--- src/rtl/alarm_sequencer_pkg.sv ---
// Shared clock definitions: time field widths and alarm sequencer state encoding.
package alarm_sequencer_pkg;

    localparam int unsigned HourW = 5;
    localparam int unsigned MinW  = 6;

    typedef enum logic [1:0] {
        StIdle,
        StRinging,
        StSnooze
    } alarm_state_e;

endpackage

--- src/rtl/alarm_time_match.sv ---
// Compares current time with alarm time and emits a one-clk trigger on the
// rising edge of the match while the alarm is armed.
module alarm_time_match
    import alarm_sequencer_pkg::*;
(
    input  logic            clk,
    input  logic            rst_n,
    input  logic [HourW-1:0] cur_hour,
    input  logic [MinW-1:0]  cur_min,
    input  logic [HourW-1:0] alm_hour,
    input  logic [MinW-1:0]  alm_min,
    input  logic            alarm_en,
    output logic            trigger
);

    logic match;
    logic match_q;

    assign match   = (cur_hour == alm_hour) && (cur_min == alm_min);
    assign trigger = match && !match_q && alarm_en;

    // Reset to 1 so a time already equal to the alarm at release is not an edge.
    always_ff @(posedge clk or negedge rst_n) begin
        if (!rst_n) begin
            match_q <= 1'b1;
        end else begin
            match_q <= match;
        end
    end

endmodule

--- src/rtl/alarm_sequencer.sv ---
// Alarm event sequencer: rings on time match, supports limited snoozes,
// auto-stops after the ring duration.
module alarm_sequencer
    import alarm_sequencer_pkg::*;
#(
    parameter int unsigned RING_SECONDS   = 60,
    parameter int unsigned SNOOZE_SECONDS = 300,
    parameter int unsigned MAX_SNOOZE     = 3
) (
    input  logic             clk,
    input  logic             rst_n,
    input  logic             tick_1hz,
    input  logic [HourW-1:0] cur_hour,
    input  logic [MinW-1:0]  cur_min,
    input  logic [HourW-1:0] alm_hour,
    input  logic [MinW-1:0]  alm_min,
    input  logic             alarm_en,
    input  logic             stop_btn,
    input  logic             snooze_btn,
    output logic             alarm_on,
    output logic             snoozing,
    output logic [1:0]       snooze_used
);

    localparam int unsigned RingW = $clog2(RING_SECONDS + 1);
    localparam int unsigned SnzW  = $clog2(SNOOZE_SECONDS + 1);

    localparam logic [RingW-1:0] RingLast = RingW'(RING_SECONDS - 1);
    localparam logic [SnzW-1:0]  SnzInit  = SnzW'(SNOOZE_SECONDS);
    localparam logic [SnzW-1:0]  SnzLast  = SnzW'(1);
    localparam logic [1:0]       MaxSnz   = 2'(MAX_SNOOZE);

    logic trigger;

    alarm_state_e     state_q, state_d;
    logic [RingW-1:0] ring_cnt_q, ring_cnt_d;
    logic [SnzW-1:0]  snz_cnt_q, snz_cnt_d;
    logic [1:0]       snooze_used_q, snooze_used_d;
    logic             alarm_on_q, alarm_on_d;
    logic             snoozing_q, snoozing_d;

    alarm_time_match u_match (
        .clk      (clk),
        .rst_n    (rst_n),
        .cur_hour (cur_hour),
        .cur_min  (cur_min),
        .alm_hour (alm_hour),
        .alm_min  (alm_min),
        .alarm_en (alarm_en),
        .trigger  (trigger)
    );

    // Branch order encodes event priority: disarm > stop > snooze > tick expiry.
    always_comb begin
        state_d       = state_q;
        ring_cnt_d    = ring_cnt_q;
        snz_cnt_d     = snz_cnt_q;
        snooze_used_d = snooze_used_q;

        if (!alarm_en) begin
            state_d = StIdle;
        end else begin
            unique case (state_q)
                StIdle: begin
                    if (trigger) begin
                        state_d       = StRinging;
                        ring_cnt_d    = '0;
                        snooze_used_d = '0;
                    end
                end
                StRinging: begin
                    if (stop_btn) begin
                        state_d = StIdle;
                    end else if (snooze_btn) begin
                        if (snooze_used_q < MaxSnz) begin
                            state_d       = StSnooze;
                            snz_cnt_d     = SnzInit;
                            snooze_used_d = snooze_used_q + 2'd1;
                        end else begin
                            state_d = StIdle;
                        end
                    end else if (tick_1hz) begin
                        if (ring_cnt_q == RingLast) begin
                            state_d = StIdle;
                        end else begin
                            ring_cnt_d = ring_cnt_q + RingW'(1);
                        end
                    end
                end
                StSnooze: begin
                    if (stop_btn) begin
                        state_d = StIdle;
                    end else if (tick_1hz) begin
                        if (snz_cnt_q == SnzLast) begin
                            state_d    = StRinging;
                            ring_cnt_d = '0;
                        end else begin
                            snz_cnt_d = snz_cnt_q - SnzW'(1);
                        end
                    end
                end
                default: state_d = StIdle;
            endcase
        end

        alarm_on_d = (state_d == StRinging);
        snoozing_d = (state_d == StSnooze);
    end

    always_ff @(posedge clk or negedge rst_n) begin
        if (!rst_n) begin
            state_q       <= StIdle;
            ring_cnt_q    <= '0;
            snz_cnt_q     <= '0;
            snooze_used_q <= '0;
            alarm_on_q    <= 1'b0;
            snoozing_q    <= 1'b0;
        end else begin
            state_q       <= state_d;
            ring_cnt_q    <= ring_cnt_d;
            snz_cnt_q     <= snz_cnt_d;
            snooze_used_q <= snooze_used_d;
            alarm_on_q    <= alarm_on_d;
            snoozing_q    <= snoozing_d;
        end
    end

    assign alarm_on    = alarm_on_q;
    assign snoozing    = snoozing_q;
    assign snooze_used = snooze_used_q;

endmodule

--- config.mk ---
export PLATFORM = sky130hd
export DESIGN_NAME = alarm_sequencer
export DESIGN_NICKNAME = d
export VERILOG_FILES = /design/src/rtl/alarm_sequencer_pkg.sv /design/src/rtl/alarm_time_match.sv /design/src/rtl/alarm_sequencer.sv
export SDC_FILE = /design/constraint.sdc
export NUM_CORES = 1
export LEC_CHECK = 0
export CAP_MARGIN = 0
export CORE_ASPECT_RATIO = 1.25
export CORE_MARGIN = 10
export CORE_UTILIZATION = 25
export CTS_CLUSTER_SIZE = 30
export DETAILED_ROUTE_END_ITERATION = 8
export GPL_TIMING_DRIVEN = 0
export PLACE_DENSITY = 0.51
export SYNTH_ARGS = -nofsm -noshare
export SYNTH_HDL_FRONTEND = slang
export SYNTH_SLANG_ARGS = --single-unit
export TNS_END_PERCENT = 30
--- constraint.sdc ---
create_clock -name clk -period 2.21 [get_ports clk]
set_input_delay 0.3315 -clock clk [delete_from_list [all_inputs] [get_ports clk]]
set_output_delay 0.3315 -clock clk [all_outputs]
set_load 0.03 [all_outputs]
==> results of run 1 <==
==> routing by layer <==
metal | GRT usage [%] | routed length [um]
met2 | 13.9 | 1780
met5 | 0 | 0
met1 | 8.99 | 1450
met4 | 2.79 | 36
met3 | 1.67 | 80
==> state kept, by name (all words and copies together), names as in the netlist <==
signal / count
snooze_used: 2
snoozing: 1
state_q: 2
alarm_on: 1
u_match.match_q: 1
snz_cnt_q: 9
ring_cnt_q: 6
==> logic make-up after synthesis <==
group | synth area share, %
fa+ha+maj | 3.70
compound gates | 18.6
xor+xnor | 11.6
simple gates | 23.5
flops | 40.8
buf+inv | 1.85
==> cell type report <==
cell class | instances | area (um^2)
timing repair buffer | 31 | 310
fill | 562 | 3360
clock buffer | 4 | 45.0
tap | 62 | 77.6
buffer | 2 | 10.0
multi-input combinational | 118 | 785
inverter | 4 | 15.0
sequential | 22 | 552
==> worst register-to-register path, cell delays in order, from the launching register on <==
cell      delay, ns
dfrtp_1        0.41
inv_1          0.08
ha_1           0.13
nor4b_2        0.32
a31oi_1        0.25
a211oi_4       0.34
a31oi_1        0.14
==> cells in the mapped netlist, drive strengths merged <==
cell and n:
dfrtp 21, or3b 1, nor4b 1, nor2b 4
or4 1, a41oi 1, xor2 18, nor3b 1
a221oi 1, or3 2, o21ai 7, and3 1
nand4 1, ha 4, a21oi 9, and2 1
nor3 5, o31ai 1, o2111ai 5, o21a 3
nand3 6, a211o 1, a211oi 2, a21boi 2
nand2 14, buf 2, a31oi 5, nor4 3
nand4b 1, nand2b 2, inv 4, nor2 15
dfstp 1
==> where the power goes <==
group	total, uW	leakage [uW]	internal (uW)	switching (uW)
Sequential	428	0.000291	414	14.0
Combinational	135	0.000411	77.1	57.6
Clock	262	0.0000228	129	133
Total	825	0.000725	620	205
==> through the flow <==
stage | util, % | instance area [um^2] | hold WS (ns) | instances | TNS (ns)
floorplan | - | 1350 | 0.0359 | 146 | 0
global placement | 33.8 | 1740 | 0.475 | 239 | -1.08
detailed placement | 33.8 | 1740 | 0.475 | 239 | -1.07
CTS | 34.7 | 1790 | 0.488 | 243 | 0
global route | 34.8 | 1790 | 0.516 | 243 | -0.0908
finish | 34.8 | 1790 | 0.480 | 243 | 0
==> worst paths after layout <==
check	to	startpoint	cells after the start
worst max-delay path	snooze_used[1]$_DFFE_PN0P_	alm_min[0]	6
worst min-delay path	ring_cnt_q[5]$_DFFE_PN0P_	ring_cnt_q[5]$_DFFE_PN0P_	1
worst max register to register	ring_cnt_q[4]$_DFFE_PN0P_	snz_cnt_q[1]$_DFFE_PN0P_	6
worst min register to register	ring_cnt_q[5]$_DFFE_PN0P_	ring_cnt_q[5]$_DFFE_PN0P_	1
max in group asynchronous	state_q[0]$_DFF_PN0_	rst_n	1
min in group asynchronous	ring_cnt_q[3]$_DFFE_PN0P_	rst_n	1
==> what timing repair did <==
action                                  in CTS  in global routing
hold endpoints to repair                     0                  0
endpoints found under the setup margin       0                  6
gates resized for setup                      0                  1
==> qor.txt, run 1 <==
biggest cell delay along the critical path = 0.46 ns
setup repair after global routing missed its margin = yes
hold bufs inserted after CTS = 0
Final nets = 214
total I/O pin count = 32
DP Wirelength = 2650 um
post-synthesis instance total = 146
cell types occupying the most area after synthesis = dfrtp_1 39%, xor2_1 12%, nor2_1 4.2%, nand2_1 3.9%, ha_1 3.7%
power density over the cells = 460 nW/um^2
RD Place Congestion = 0.757
overall die area = 8780 um^2
port bufs = 31
Worst Path Class, Setup = in2reg
Sink Count = 22
FMAX = 488 MHz
leakage = 0.000725 uW
Least-Margin Pin Slew = 1.06 ns
Overflow after GRT = 0
final period demand of the worst path = 2.05 ns
type of origin of the critical path = input pin
clock latency on the worst-skew pair = 0.27 ns
largest net degree at the start of global routing = 23
number of library cell types mapped by synthesis = 37
post-synthesis area per instance = 9.27 um^2
Min-Delay Path Class = reg2reg
post-layout power = 825 uW
arrival time worst endpoint = 2.19 ns
family of cells with the greatest summed delay on the critical path = simple AND/OR/NAND/NOR gates
combined global-route utilization of all metal layers = 7.81%
routed wire length = 3340 um
Clock Tree Root = clkbuf_8
final hold violations = 0
WL/cell = 13.8 um
total core area = 5150 um^2
r2r setup slk = 0.42 ns
biggest fanout along the worst timing path = 4
TritonCTS clock tree = built
worst slack at placement = -0.156 ns
run status = completed
ANT cells = 0
Die Span X = 85.8 um
Syn-to-layout area delta = 32.5%
maximum number of buffers from clock root to sink = 2
most common library cell in the layout ignoring fill and taps = clkdlybuf4s50_1
Synth top area share = 38.8%
worst setup skew after layout = 0.00556 ns
series of cell instances along the critical path = clkdlybuf4s50_1 > xor2_1 > nor4_1 > nand4_1 > a221oi_1 > o21ai_0
syn nets = 178
setup violators final = 0
row count = 29
portion of the clock cycle consumed by the worst path in the final layout = 92.7%
Max H-tree Level = 1
CTS Buf Count = 3
Max-slew headroom = 29.0%
number of synthesized register bits = 22
count of pins over their slew limit = 0
Buffers & Inverters on Critical Path = 1
commonest cells after routing, fill and taps aside = 31 x clkdlybuf4s50_1, 21 x dfrtp_1, 18 x xor2_1, 15 x nor2_1, 14 x nand2_1
number of iterations in the first detailed-routing pass = 4
final worst setup slack = 0.161 ns
critical path capture point type = flop
number of global-route vias before repair = 1,202
number of setup buffers added after CTS = 0
ANT nets after route = 0
cell with the biggest individual delay on the critical path = a221oi_1
max capacitance violation total = 0
Max IR drop VDD = 0.000242 V
Avg Vias per Cell = 4.79
layout cells sized above 1 = 7.73%
portion of the post-synthesis area used by sequential elements = 40.8%
Via Count = 1,164
initial drt markers = 89
Die Y-Extent = 102 um
synthesized area = 1350 um^2
cell taking the most area after synthesis = dfrtp_1
synth warn = 0
antenna violations before repair = 0
residual DRC count = 0
global-route wire length before repair = 5650 um
effective utilization at floorplan = 26.3%
clock-pin slew reported for the worst setup and hold paths after clock tree synthesis = 0.08 ns
data required time at the worst endpoint = 2.35 ns
Power figures use the tool's default switching activity.
==> run 2, diff against run 1 <==
--- a/config.mk
+++ b/config.mk
@@ -11,8 +11,8 @@
 export CORE_UTILIZATION = 25
 export CTS_CLUSTER_SIZE = 30
 export DETAILED_ROUTE_END_ITERATION = 8
-export GPL_TIMING_DRIVEN = 0
 export PLACE_DENSITY = 0.51
+export SETUP_SLACK_MARGIN = 0.05
 export SYNTH_ARGS = -nofsm -noshare
 export SYNTH_HDL_FRONTEND = slang
 export SYNTH_SLANG_ARGS = --single-unit
==> run 2 against run 1 <==
Critical path depth increased by 1. Sequential power about the same. Clock skew about the same.
==> qor.txt, run 2 (synthesized netlist as in run 1, its figures left out) <==
switching power of the nets = 196 uW
largest reg by FF count = snz_cnt_q
biggest fanout along the worst timing path = 4
commonest cells after routing, fill and taps aside = 31 x clkdlybuf4s50_1, 21 x dfrtp_1, 18 x xor2_1, 15 x nor2_1, 14 x nand2_1
ANT nets after route = 0
clock latency on the worst-skew pair = 0.26 ns
setup repair after global routing missed its margin = no
cell with the biggest individual delay on the critical path = clkdlybuf4s50_1
Via Count = 1,194
final period demand of the worst path = 1.95 ns
registers with the most flip-flops = snz_cnt_q x9, ring_cnt_q x6
Sink Count = 22
biggest cell delay along the critical path = 0.42 ns
series of cell instances along the critical path = clkdlybuf4s50_1 > xor2_1 > nor4_1 > buf_4 > nand4_1 > a221oi_1 > o21ai_0
hold bufs inserted after CTS = 0
total I/O pin count = 32
combined global-route utilization of all metal layers = 7.54%
FMAX = 512 MHz
run status = completed
setup TNS = 0 ns
data required time at the worst endpoint = 2.34 ns
fraction of power consumed by combinational cells = 16.8%
family of cells with the greatest summed delay on the critical path = buffers and inverters
Final nets = 216
TritonCTS clock tree = built
critical path capture point type = flop
most common library cell in the layout ignoring fill and taps = clkdlybuf4s50_1
area of combinational cells with multiple inputs = 777 um^2
setup violators final = 0
routed wire length = 3450 um
internal power = 623 uW
antenna violations before repair = 0
max capacitance violation total = 0
Avg Vias per Cell = 4.87
worst hold margin = 0.400 ns
total core area = 5150 um^2
Clock Tree Root = clkbuf_8
Min-Delay Path Class = in2async
combined flip-flop and latch cell area = 552 um^2
Max IR drop VDD = 0.000227 V
port bufs = 31
effective utilization at floorplan = 26.3%
number of setup buffers added after CTS = 0
number of flip-flops under the largest register name = 9
row count = 29
Die Span X = 85.8 um
number of global-route vias before repair = 1,267
share of total power in sequential cells = 52.4%
power density over the cells = 453 nW/um^2
overall die area = 8780 um^2
Max H-tree Level = 1
Syn-to-layout area delta = 33.5%
residual DRC count = 0
maximum number of buffers from clock root to sink = 2
arrival time worst endpoint = 2.08 ns
leakage = 0.000736 uW
initial drt markers = 91
Least-Margin Pin Slew = 0.482 ns
Max-slew headroom = 67.8%
final hold violations = 0
Buffers & Inverters on Critical Path = 2
number of iterations in the first detailed-routing pass = 4
CTS Buf Count = 3
net switching share of the total power = 24.0%
clock-pin slew reported for the worst setup and hold paths after clock tree synthesis = 0.07 ns
RD Place Congestion = 0.842
Die Y-Extent = 102 um
layout cells sized above 1 = 8.74%
filler cell count in the final layout = 540
worst setup skew after layout = 0.00535 ns
ANT cells = 0
global-route wire length before repair = 5620 um
WL/cell = 14.1 um
post_cts resized = 0
DP Wirelength = 2860 um
type of origin of the critical path = input pin
portion of the clock cycle consumed by the worst path in the final layout = 88.3%
largest net degree at the start of global routing = 14
clock network fraction of design power = 30.8%
Worst Path Class, Setup = in2reg
Overflow after GRT = 0
count of pins over their slew limit = 0
[run 2: area by class of cell]
| class | instances | area share (%) |
|---|---|---|
| inverter | 4 | 0.831 |
| clock buffer | 4 | 2.49 |
| sequential | 22 | 30.5 |
| multi-input combinational | 118 | 43.0 |
| tap | 62 | 4.29 |
| timing repair buffer | 35 | 18.8 |
[run 2: layer usage]
layer / routed length, um / vias up / track usage (%)
met5: 0 / - / 0
met4: 8 / 0 / 1.90
met3: 137 / 2 / 1.91
met2: 1920 / 21 / 14.0
met1: 1390 / 566 / 8.26
li1: - / 605 / -
[run 2: worst paths after layout]
check / startpoint / to / slack [ns] / cells past startpoint
worst max-delay path: alm_min[2] / snooze_used[1]$_DFFE_PN0P_ / 0.26 / 7
worst min-delay path: rst_n / snz_cnt_q[6]$_DFFE_PN0P_ / 0.40 / 1
worst max register to register: ring_cnt_q[0]$_DFFE_PN0P_ / ring_cnt_q[3]$_DFFE_PN0P_ / 0.34 / 7
worst min register to register: snooze_used[0]$_DFFE_PN0P_ / snooze_used[0]$_DFFE_PN0P_ / 0.50 / 1
max in group asynchronous: rst_n / snz_cnt_q[3]$_DFFE_PN0P_ / 1.25 / 2
min in group clk: snooze_used[0]$_DFFE_PN0P_ / snooze_used[0]$_DFFE_PN0P_ / 0.50 / 1
[run 2: power by group through the flow]
stage / logic, uW / registers [uW] / clock network, uW
2_1_floorplan: 56.4 / 437 / 0
3_3_place_gp: 138 / 436 / 0
3_5_place_dp: 140 / 437 / 0
4_1_cts: 140 / 429 / 267
5_1_grt: 153 / 432 / 286
6_report: 138 / 429 / 252
[run 2: metrics by stage]
stage          worst slack [ns]  utilization (%)  total power, uW  std cells  cell area, um^2
2_1_floorplan             0.485                -              494        146             1350
3_3_place_gp             0.0357             34.2              574        241             1760
3_5_place_dp            -0.0363             34.2              576        241             1760
4_1_cts                   0.244             35.1              836        245             1810
5_1_grt                   0.167             35.1              871        245             1810
6_report                  0.258             35.1              819        245             1810
